`src/rtl/pipe_stage_reg_pkg.sv`:
```
// Shared definitions for the generic inter-stage pipeline register.
// Contents:
//   OCC_EMPTY/OCC_ONE/OCC_TWO : occupancy encodings, also the FSM states
//   NOP_INSTR                 : instruction word callers pack into in_data
//                               when they need to inject an explicit bubble
//   occ_full()                : true when no further entry can be held
package pipe_stage_reg_pkg;

  localparam logic [1:0] OCC_EMPTY = 2'd0;
  localparam logic [1:0] OCC_ONE   = 2'd1;
  localparam logic [1:0] OCC_TWO   = 2'd2;

  localparam logic [31:0] NOP_INSTR = 32'h0000_0000;

  function automatic logic occ_full(input logic [1:0] occ);
    return occ == OCC_TWO;
  endfunction

endpackage

```
`src/rtl/pipe_stage_slot.sv`:
```
// One storage slot of the pipeline register: a WIDTH-bit register with
// clear (highest priority), load and hold.
// Ports:
//   clk, rst_n : clock, asynchronous active-low reset (slot resets to zero)
//   load       : capture d on the next rising edge
//   clr        : zero the slot on the next rising edge (wins over load)
//   d          : value to load
//   q          : current slot contents
module pipe_stage_slot #(
  parameter int WIDTH = 72
) (
  input  logic             clk,
  input  logic             rst_n,
  input  logic             load,
  input  logic             clr,
  input  logic [WIDTH-1:0] d,
  output logic [WIDTH-1:0] q
);

  logic [WIDTH-1:0] slot_d;
  logic [WIDTH-1:0] slot_q;

  always_comb begin
    slot_d = slot_q;
    if (clr) begin
      slot_d = '0;
    end else if (load) begin
      slot_d = d;
    end
  end

  always_ff @(posedge clk or negedge rst_n) begin
    if (!rst_n) begin
      slot_q <= '0;
    end else begin
      slot_q <= slot_d;
    end
  end

  assign q = slot_q;

endmodule

```
`src/rtl/pipe_stage_reg.sv`:
```
// Generic inter-stage pipeline register with valid/ready handshake, global
// enable, synchronous flush (bubble insertion) and an optional 2-entry skid
// buffer that makes in_ready a registered signal.
// Ports:
//   clk, rst_n            : clock, asynchronous active-low reset
//   en                    : global enable, 0 freezes the stage
//   flush_in              : synchronous flush, discards every held entry
//   in_valid/in_ready     : upstream handshake
//   in_ctrl/in_data       : upstream control bits and payload
//   out_valid/out_ready   : downstream handshake
//   out_ctrl/out_data     : main slot contents (zero when empty)
//   occupancy             : held entries, 0..2 (0..1 when SKID=0)
module pipe_stage_reg
  import pipe_stage_reg_pkg::*;
#(
  parameter int DATA_WIDTH = 64,
  parameter int CTRL_WIDTH = 8,
  parameter int SKID       = 1
) (
  input  logic                  clk,
  input  logic                  rst_n,
  input  logic                  en,
  input  logic                  flush_in,
  input  logic                  in_valid,
  output logic                  in_ready,
  input  logic [CTRL_WIDTH-1:0] in_ctrl,
  input  logic [DATA_WIDTH-1:0] in_data,
  output logic                  out_valid,
  input  logic                  out_ready,
  output logic [CTRL_WIDTH-1:0] out_ctrl,
  output logic [DATA_WIDTH-1:0] out_data,
  output logic [1:0]            occupancy
);

  localparam int W = DATA_WIDTH + CTRL_WIDTH;

  logic [1:0]   occ_d, occ_q;
  logic         rdy_d, rdy_q;
  logic         in_xfer, out_xfer;
  logic         main_load, main_clr, main_from_skid;
  logic         skid_load, skid_clr;
  logic [W-1:0] main_in, main_q, skid_q;

  assign in_xfer  = in_valid & in_ready;
  assign out_xfer = out_valid & out_ready;

  // Occupancy FSM and slot control. With en=0 both handshakes are masked,
  // so no transfer happens and every branch below falls through to hold.
  always_comb begin
    occ_d          = occ_q;
    main_load      = 1'b0;
    main_clr       = 1'b0;
    main_from_skid = 1'b0;
    skid_load      = 1'b0;
    skid_clr       = 1'b0;
    if (flush_in) begin
      occ_d    = OCC_EMPTY;
      main_clr = 1'b1;
      skid_clr = 1'b1;
    end else begin
      case (occ_q)
        OCC_EMPTY: begin
          if (in_xfer) begin
            occ_d     = OCC_ONE;
            main_load = 1'b1;
          end
        end
        OCC_ONE: begin
          if (in_xfer && out_xfer) begin
            main_load = 1'b1;
          end else if (in_xfer) begin
            // Downstream stalled in the cycle we still advertised ready:
            // park the new entry behind the one being presented.
            occ_d     = OCC_TWO;
            skid_load = 1'b1;
          end else if (out_xfer) begin
            occ_d    = OCC_EMPTY;
            main_clr = 1'b1;
          end
        end
        OCC_TWO: begin
          if (out_xfer) begin
            occ_d          = OCC_ONE;
            main_load      = 1'b1;
            main_from_skid = 1'b1;
            skid_clr       = 1'b1;
          end
        end
        default: begin
          occ_d = OCC_EMPTY;
        end
      endcase
    end
    rdy_d = !occ_full(occ_d);
  end

  always_ff @(posedge clk or negedge rst_n) begin
    if (!rst_n) begin
      occ_q <= OCC_EMPTY;
    end else begin
      occ_q <= occ_d;
    end
  end

  assign main_in = main_from_skid ? skid_q : {in_ctrl, in_data};

  pipe_stage_slot #(.WIDTH(W)) u_main (
    .clk   (clk),
    .rst_n (rst_n),
    .load  (main_load),
    .clr   (main_clr),
    .d     (main_in),
    .q     (main_q)
  );

  generate
    if (SKID != 0) begin : g_skid
      pipe_stage_slot #(.WIDTH(W)) u_skid (
        .clk   (clk),
        .rst_n (rst_n),
        .load  (skid_load),
        .clr   (skid_clr),
        .d     ({in_ctrl, in_data}),
        .q     (skid_q)
      );

      always_ff @(posedge clk or negedge rst_n) begin
        if (!rst_n) begin
          rdy_q <= 1'b1;
        end else begin
          rdy_q <= rdy_d;
        end
      end

      assign in_ready = en & ~flush_in & rdy_q;
    end else begin : g_no_skid
      logic unused_skid_ctl;
      assign unused_skid_ctl = ^{skid_load, skid_clr, rdy_d};
      assign skid_q   = '0;
      assign rdy_q    = 1'b1;
      // Single entry: accept only if empty or the held entry leaves now.
      assign in_ready = en & ~flush_in & ((occ_q == OCC_EMPTY) | out_ready);
    end
  endgenerate

  assign out_valid = en & (occ_q != OCC_EMPTY);
  assign {out_ctrl, out_data} = main_q;
  assign occupancy = occ_q;

endmodule

```
`config.mk`:
```
export PLATFORM = sky130hd
export DESIGN_NAME = pipe_stage_reg
export DESIGN_NICKNAME = d
export VERILOG_FILES = /design/src/rtl/pipe_stage_reg_pkg.sv /design/src/rtl/pipe_stage_slot.sv /design/src/rtl/pipe_stage_reg.sv
export SDC_FILE = /design/constraint.sdc
export NUM_CORES = 1
export LEC_CHECK = 0
export BUFFER_PORTS_ARGS = -buffer_cell sky130_fd_sc_hd__buf_2
export CORE_MARGIN = 2
export CORE_UTILIZATION = 49
export DETAILED_ROUTE_END_ITERATION = 6
export PLACE_DENSITY_LB_ADDON = 0.15
export SYNTH_ARGS = -nofsm -noshare
export SYNTH_HDL_FRONTEND = slang
export SYNTH_SLANG_ARGS = --single-unit
```
`constraint.sdc`:
```
create_clock -name clk -period 3.7 [get_ports clk]
set_clock_uncertainty 0.2 [all_clocks]
set_input_delay 0 -clock clk [delete_from_list [all_inputs] [get_ports clk]]
set_output_delay 0 -clock clk [all_outputs]
set_load 0.02 [all_outputs]
```
# After elaboration in Yosys (flattened, before gate mapping)
# Index checks and enable logic that the tools add are counted.
[word_totals]
out_inout_bits = 76
input_bits = 78
wordCells = 46
register_bits = 147
[op_classes]
eq_ne = 3
n_reduce_logical = 6
n_bitwise = 6
muxes = 27
[op_table]
columns = ["operator", "count"]
rows = [
  ["two-way mux 72 bit", 5],
  ["two-way mux 1 bit", 14],
  ["two-way mux 2 bit", 6],
  ["case mux 2 bit (3 select lines)", 1],
  ["nonzero test 2 bit", 3],
  ["AND 1 bit", 5],
  ["equality test 2 bit (second input constant)", 2],
  ["case mux 1 bit (3 select lines)", 1],
  ["equality test 2 x 1 -> 1 bit (second input constant)", 1],
  ["zero test 2 bit", 1],
  ["logical AND 1 bit", 1],
  ["zero test 1 bit", 1],
  ["NOT 1 bit", 1],
]

# Longest topological paths before layout
[logic_depth]
word_depth = 10
depth_mapped = 7
ltp_nobuf = 5

# Modules after synthesis
# A second synthesis with hierarchy kept.
[unflattened]
cells_unflattened = 571
hier_area_um2 = 7040.5
[modules_own_cells]
columns = ["module", "n_inst", "seq_area_each_um2", "cells_each", "area_per_inst_um2"]
rows = [
  ["pipe_stage_slot", 2, 1801.7, 232, 2940.3],
  ["pipe_stage_reg", 1, 76.3, 107, 1159.9],
]

# Worst setup path before layout
# No wires, ideal clock.
[synth_timing]
path_kind = "reg2reg"
from = "register occ_q[0] (netlist: occupancy[0])"
to = "register u_main.slot_q[0] (netlist: u_main.q[0])"
setup_slack_ns = 1.642
stages_incl_launch_ff = 8
path_buffers = 3
synth_period_minus_slack_ns = 2.058
required_ns = 3.377
setup_ns = 0.123
t_arrival_ns = 1.735
path_cell_list = "dfrtp_1 -> buf_2 -> nand4b_1 -> nor2_1 -> buf_2 -> buf_2 -> mux2i_1 -> o2bb2ai_1"
[synth_via]
elab_chain_len = 9
word_cells_on_any_way = 21
classes_between = "eq/ne (2); mux (13); bitwise (2); reduce/logical (4)"
[synth_lines]
columns = ["item", "line", "rtl"]
rows = [
  ["from (decl)", "pipe_stage_reg.sv:37", "logic [1:0] occ_d, occ_q;"],
  ["from (signal assigned)", "pipe_stage_reg.sv:99", "occ_q <= OCC_EMPTY;"],
  ["from (signal assigned)", "pipe_stage_reg.sv:101", "occ_q <= occ_d;"],
  ["nonzero test 2 bit", "pipe_stage_reg.sv:146", "assign out_valid = en & (occ_q != OCC_EMPTY);"],
  ["AND 1 bit", "pipe_stage_reg.sv:146", ""],
  ["AND 1 bit", "pipe_stage_reg.sv:45", "assign out_xfer = out_valid & out_ready;"],
  ["two-way mux 1 bit", "pipe_stage_reg.sv:76, pipe_stage_reg.sv:82", ""],
  ["two-way mux 1 bit (on tied branches)", "pipe_stage_reg.sv:61, pipe_stage_reg.sv:71", ""],
  ["two-way mux 1 bit (on tied branches)", "pipe_stage_reg.sv:56, pipe_stage_reg.sv:69", ""],
  ["two-way mux 72 bit / two-way mux 1 bit (equally long branches)", "pipe_stage_reg.sv:105, pipe_stage_reg.sv:61", ""],
  ["two-way mux 72 bit / two-way mux 1 bit (equally long branches)", "pipe_stage_slot.sv:27, pipe_stage_reg.sv:56", ""],
  ["two-way mux 72 bit / nonzero test 2 bit (equally long branches)", "--", ""],
  ["to (signal assigned)", "pipe_stage_slot.sv:36", "slot_q <= slot_d;"],
  ["to (decl)", "pipe_stage_slot.sv:21", "logic [WIDTH-1:0] slot_q;"],
]
# Several ways; a longest one is shown, not always the timed one. The select of a mux whose other input is x is not followed.
# A chain may end at the register's enable or synchronous reset.

# Worst setup path in the final report
[layout_timing]
from = "register occ_q[0] (netlist: occupancy[0])"
to = "register u_main.slot_q[20] (netlist: u_main.q[20])"
# Same word-level chain as after synthesis.

==> reports/metrics.yaml <==
diodes: 0
mostFrequentLayoutCell: "buf_2"
fp.dieH_um: 118
clock_latency_ns: 0.42
met2_usage_pct: 41.2
yosys.cell_types.count: 26
io_buffer_count: 153
syn_avg_cell_area_sq_um: 11.0
dpl.hpwl_um: 9520
ir_drop_mv: 0.313
die_area_sq_um: 13800
ys_ff_latch: 147
grt_usage_pct: 25.1
clock_sinks: 147
syn_area_sq_um: 6330
outcome: "completed"
postLayoutCoreUtil_pct: 68.8
drive_above_1_share_pct: 24.0
use_met3_pct: 5.77
root_buffer: "clkbuf_16"
cts.clk_slew.worst_paths_ns: 0.06
synth_seq_area_share_pct: 58.1
yosysWarnings: 0
holdWs_ns: 0.0134
ant_nets: 0
cp_max_fo: 73
worstSetupPathType: "flop to flop"
required_ns: 3.77
fp.dieW_um: 118
wl_per_cell_um: 16.8
reg2reg_from: "occupancy[0]"
cts_buffer_depth: 2
power_density_nw_per_um2: 428
htree_levels: 4
drt_iter0_drc: 393
reg2reg_depth: 5
r2r_end: "u_main.q[20]"
vias_per_cell: 5.33
period_needed_ns: 2.82
grt_pass1_vias: 5484
grt_antenna_before_repair: 0
timing.final.crit_share_pct: 76.3
gp_congestion: 0.787
drcViolationCount: 0
busiest_layer: "met2"
grt_pass1_wl_um: 27600
setup_violations: 0
cts_buffers: 17
final.setup.worst_slack_ns: 0.877
syn_nets: 655
grt_max_degree: 87
r2r_slack_ns: 0.88
start_kind: "flop"
arrival_ns: 2.90
ios: 154
cp-end-kind: "flop"
hold_path.class: "input pin to asynchronous set/reset pin"
slew-limit-headroom_pct: 12.1
final_nets: 885
vias: 5274
tightest_slew_ns: 1.32
timing.fmax_ghz: 0.354
fin_total_pwr_mw: 3.71
grt_use_met1_pct: 32.9
rows: 41
max-cap-violations: 0
leakagePower_nw: 3.97
fp.coreArea_sq_um: 12600
drt_wl_total_um: 16600
post_cts_buffers: 0
final_cell_mix: "152 x buf_2, 146 x dfrtp_1, 144 x nand2_1"
hold_viol: 0
initial_core_util_pct: 50.2
grt_overflow_total: 0
dp_slack_ns: 0.902
tns_ns: 0
cts_tree: "yes"
syn2layout_area_growth_pct: 37.1
netlist_instances: 577
rsz0062_at_grt: "false"
firstDrtPassIters: 4
drv_slew: 0
[through the flow]
step / cells / cell area, sq um
6_report: 990 / 8680
5_1_grt: 990 / 8680
4_1_cts: 990 / 8680
3_5_place_dp: 865 / 7210
3_3_place_gp: 865 / 7210
2_1_floorplan: 577 / 6330
[worst max-delay path, stage by stage (launching register included)]
cell and delay, ns:
dfrtp_1 0.50, nand4b_1 0.34, nor2_4 0.18, buf_4 0.97, mux2i_1 0.29, o2bb2ai_1 0.10
[worst max-delay path by stage]
stage / slack (ns) / to / depth (start not counted) / startpoint
after floorplan: 1.64 / u_main.q[0] / 7 / occupancy[0]
after global placement: 1.01 / u_main.q[18] / 5 / occupancy[0]
after detailed placement: 0.90 / u_main.q[6] / 5 / occupancy[0]
after CTS: 0.89 / u_main.q[15] / 5 / occupancy[0]
after global routing: 0.70 / u_main.q[12] / 5 / occupancy[0]
final: 0.88 / u_main.q[20] / 5 / occupancy[0]
[layout make-up]
class | count | area, sq um
Fill cell | 953 | 3940
Multi-Input combinational cell | 380 | 2450
Clock inverter | 6 | 30.0
Inverter | 3 | 11.3
Clock buffer | 24 | 492
Sequential cell | 147 | 3680
Tap cell | 172 | 215
Timing Repair Buffer | 258 | 1810
[cell families after synthesis]
group	after synthesis	share of synthesized area, %
simple gates	156	9.90
flops	147	58.1
compound gates	151	16.7
buf+inv	50	3.79
mux	73	11.5
[layer usage]
layer | up-vias | share of wire [%]
met3 | 22 | 6.3
met2 | 181 | 49
met5 | - | 0
met1 | 2582 | 44
li1 | 2489 | -
met4 | 0 | 1.4
[registers in the layout, indices dropped and copies added, names as in the netlist]
| name | count |
|---|---|
| u_main.q | 72 |
| rdy_q | 1 |
| occupancy | 2 |
| g_skid.u_skid.q | 72 |
[report_power, final]
part | leakage [nW] | internal (mW) | total, mW | switching, mW
combinational | 1.69 | 0.187 | 0.454 | 0.267
clock | 0.265 | 0.912 | 1.54 | 0.625
sequential | 2.01 | 1.68 | 1.72 | 0.0454
total | 3.97 | 2.78 | 3.71 | 0.937
[synthesized netlist by cell type]
cell,number,area [sq um]
a211oi_1,1,7.51
a211oi_2,1,12.5
a311oi_2,1,15.0
a31oi_1,1,6.26
and2_1,1,6.26
buf_2,24,120
buf_4,6,45.0
clkbuf_1,17,63.8
dfrtp_1,146,3650
dfstp_2,1,26.3
inv_1,3,11.3
mux2i_1,73,731
nand2_1,144,541
nand2b_1,1,6.26
nand3b_1,1,7.51
nand4b_1,1,8.76
nor2_1,3,11.3
nor2b_1,1,6.26
nor3_1,2,10.0
nor4b_4,1,23.8
o21a_1,1,7.51
o21ai_0,67,335
o21ai_1,5,25.0
o2bb2ai_1,72,631
o31ai_1,2,15.0
or3_1,1,6.26
[what timing repair did]
item	in CTS	in global routing
hold endpoints to repair	231	0
gates resized for setup	0	0
hold buffers	95	0
(Power assumes the default switching activity.)
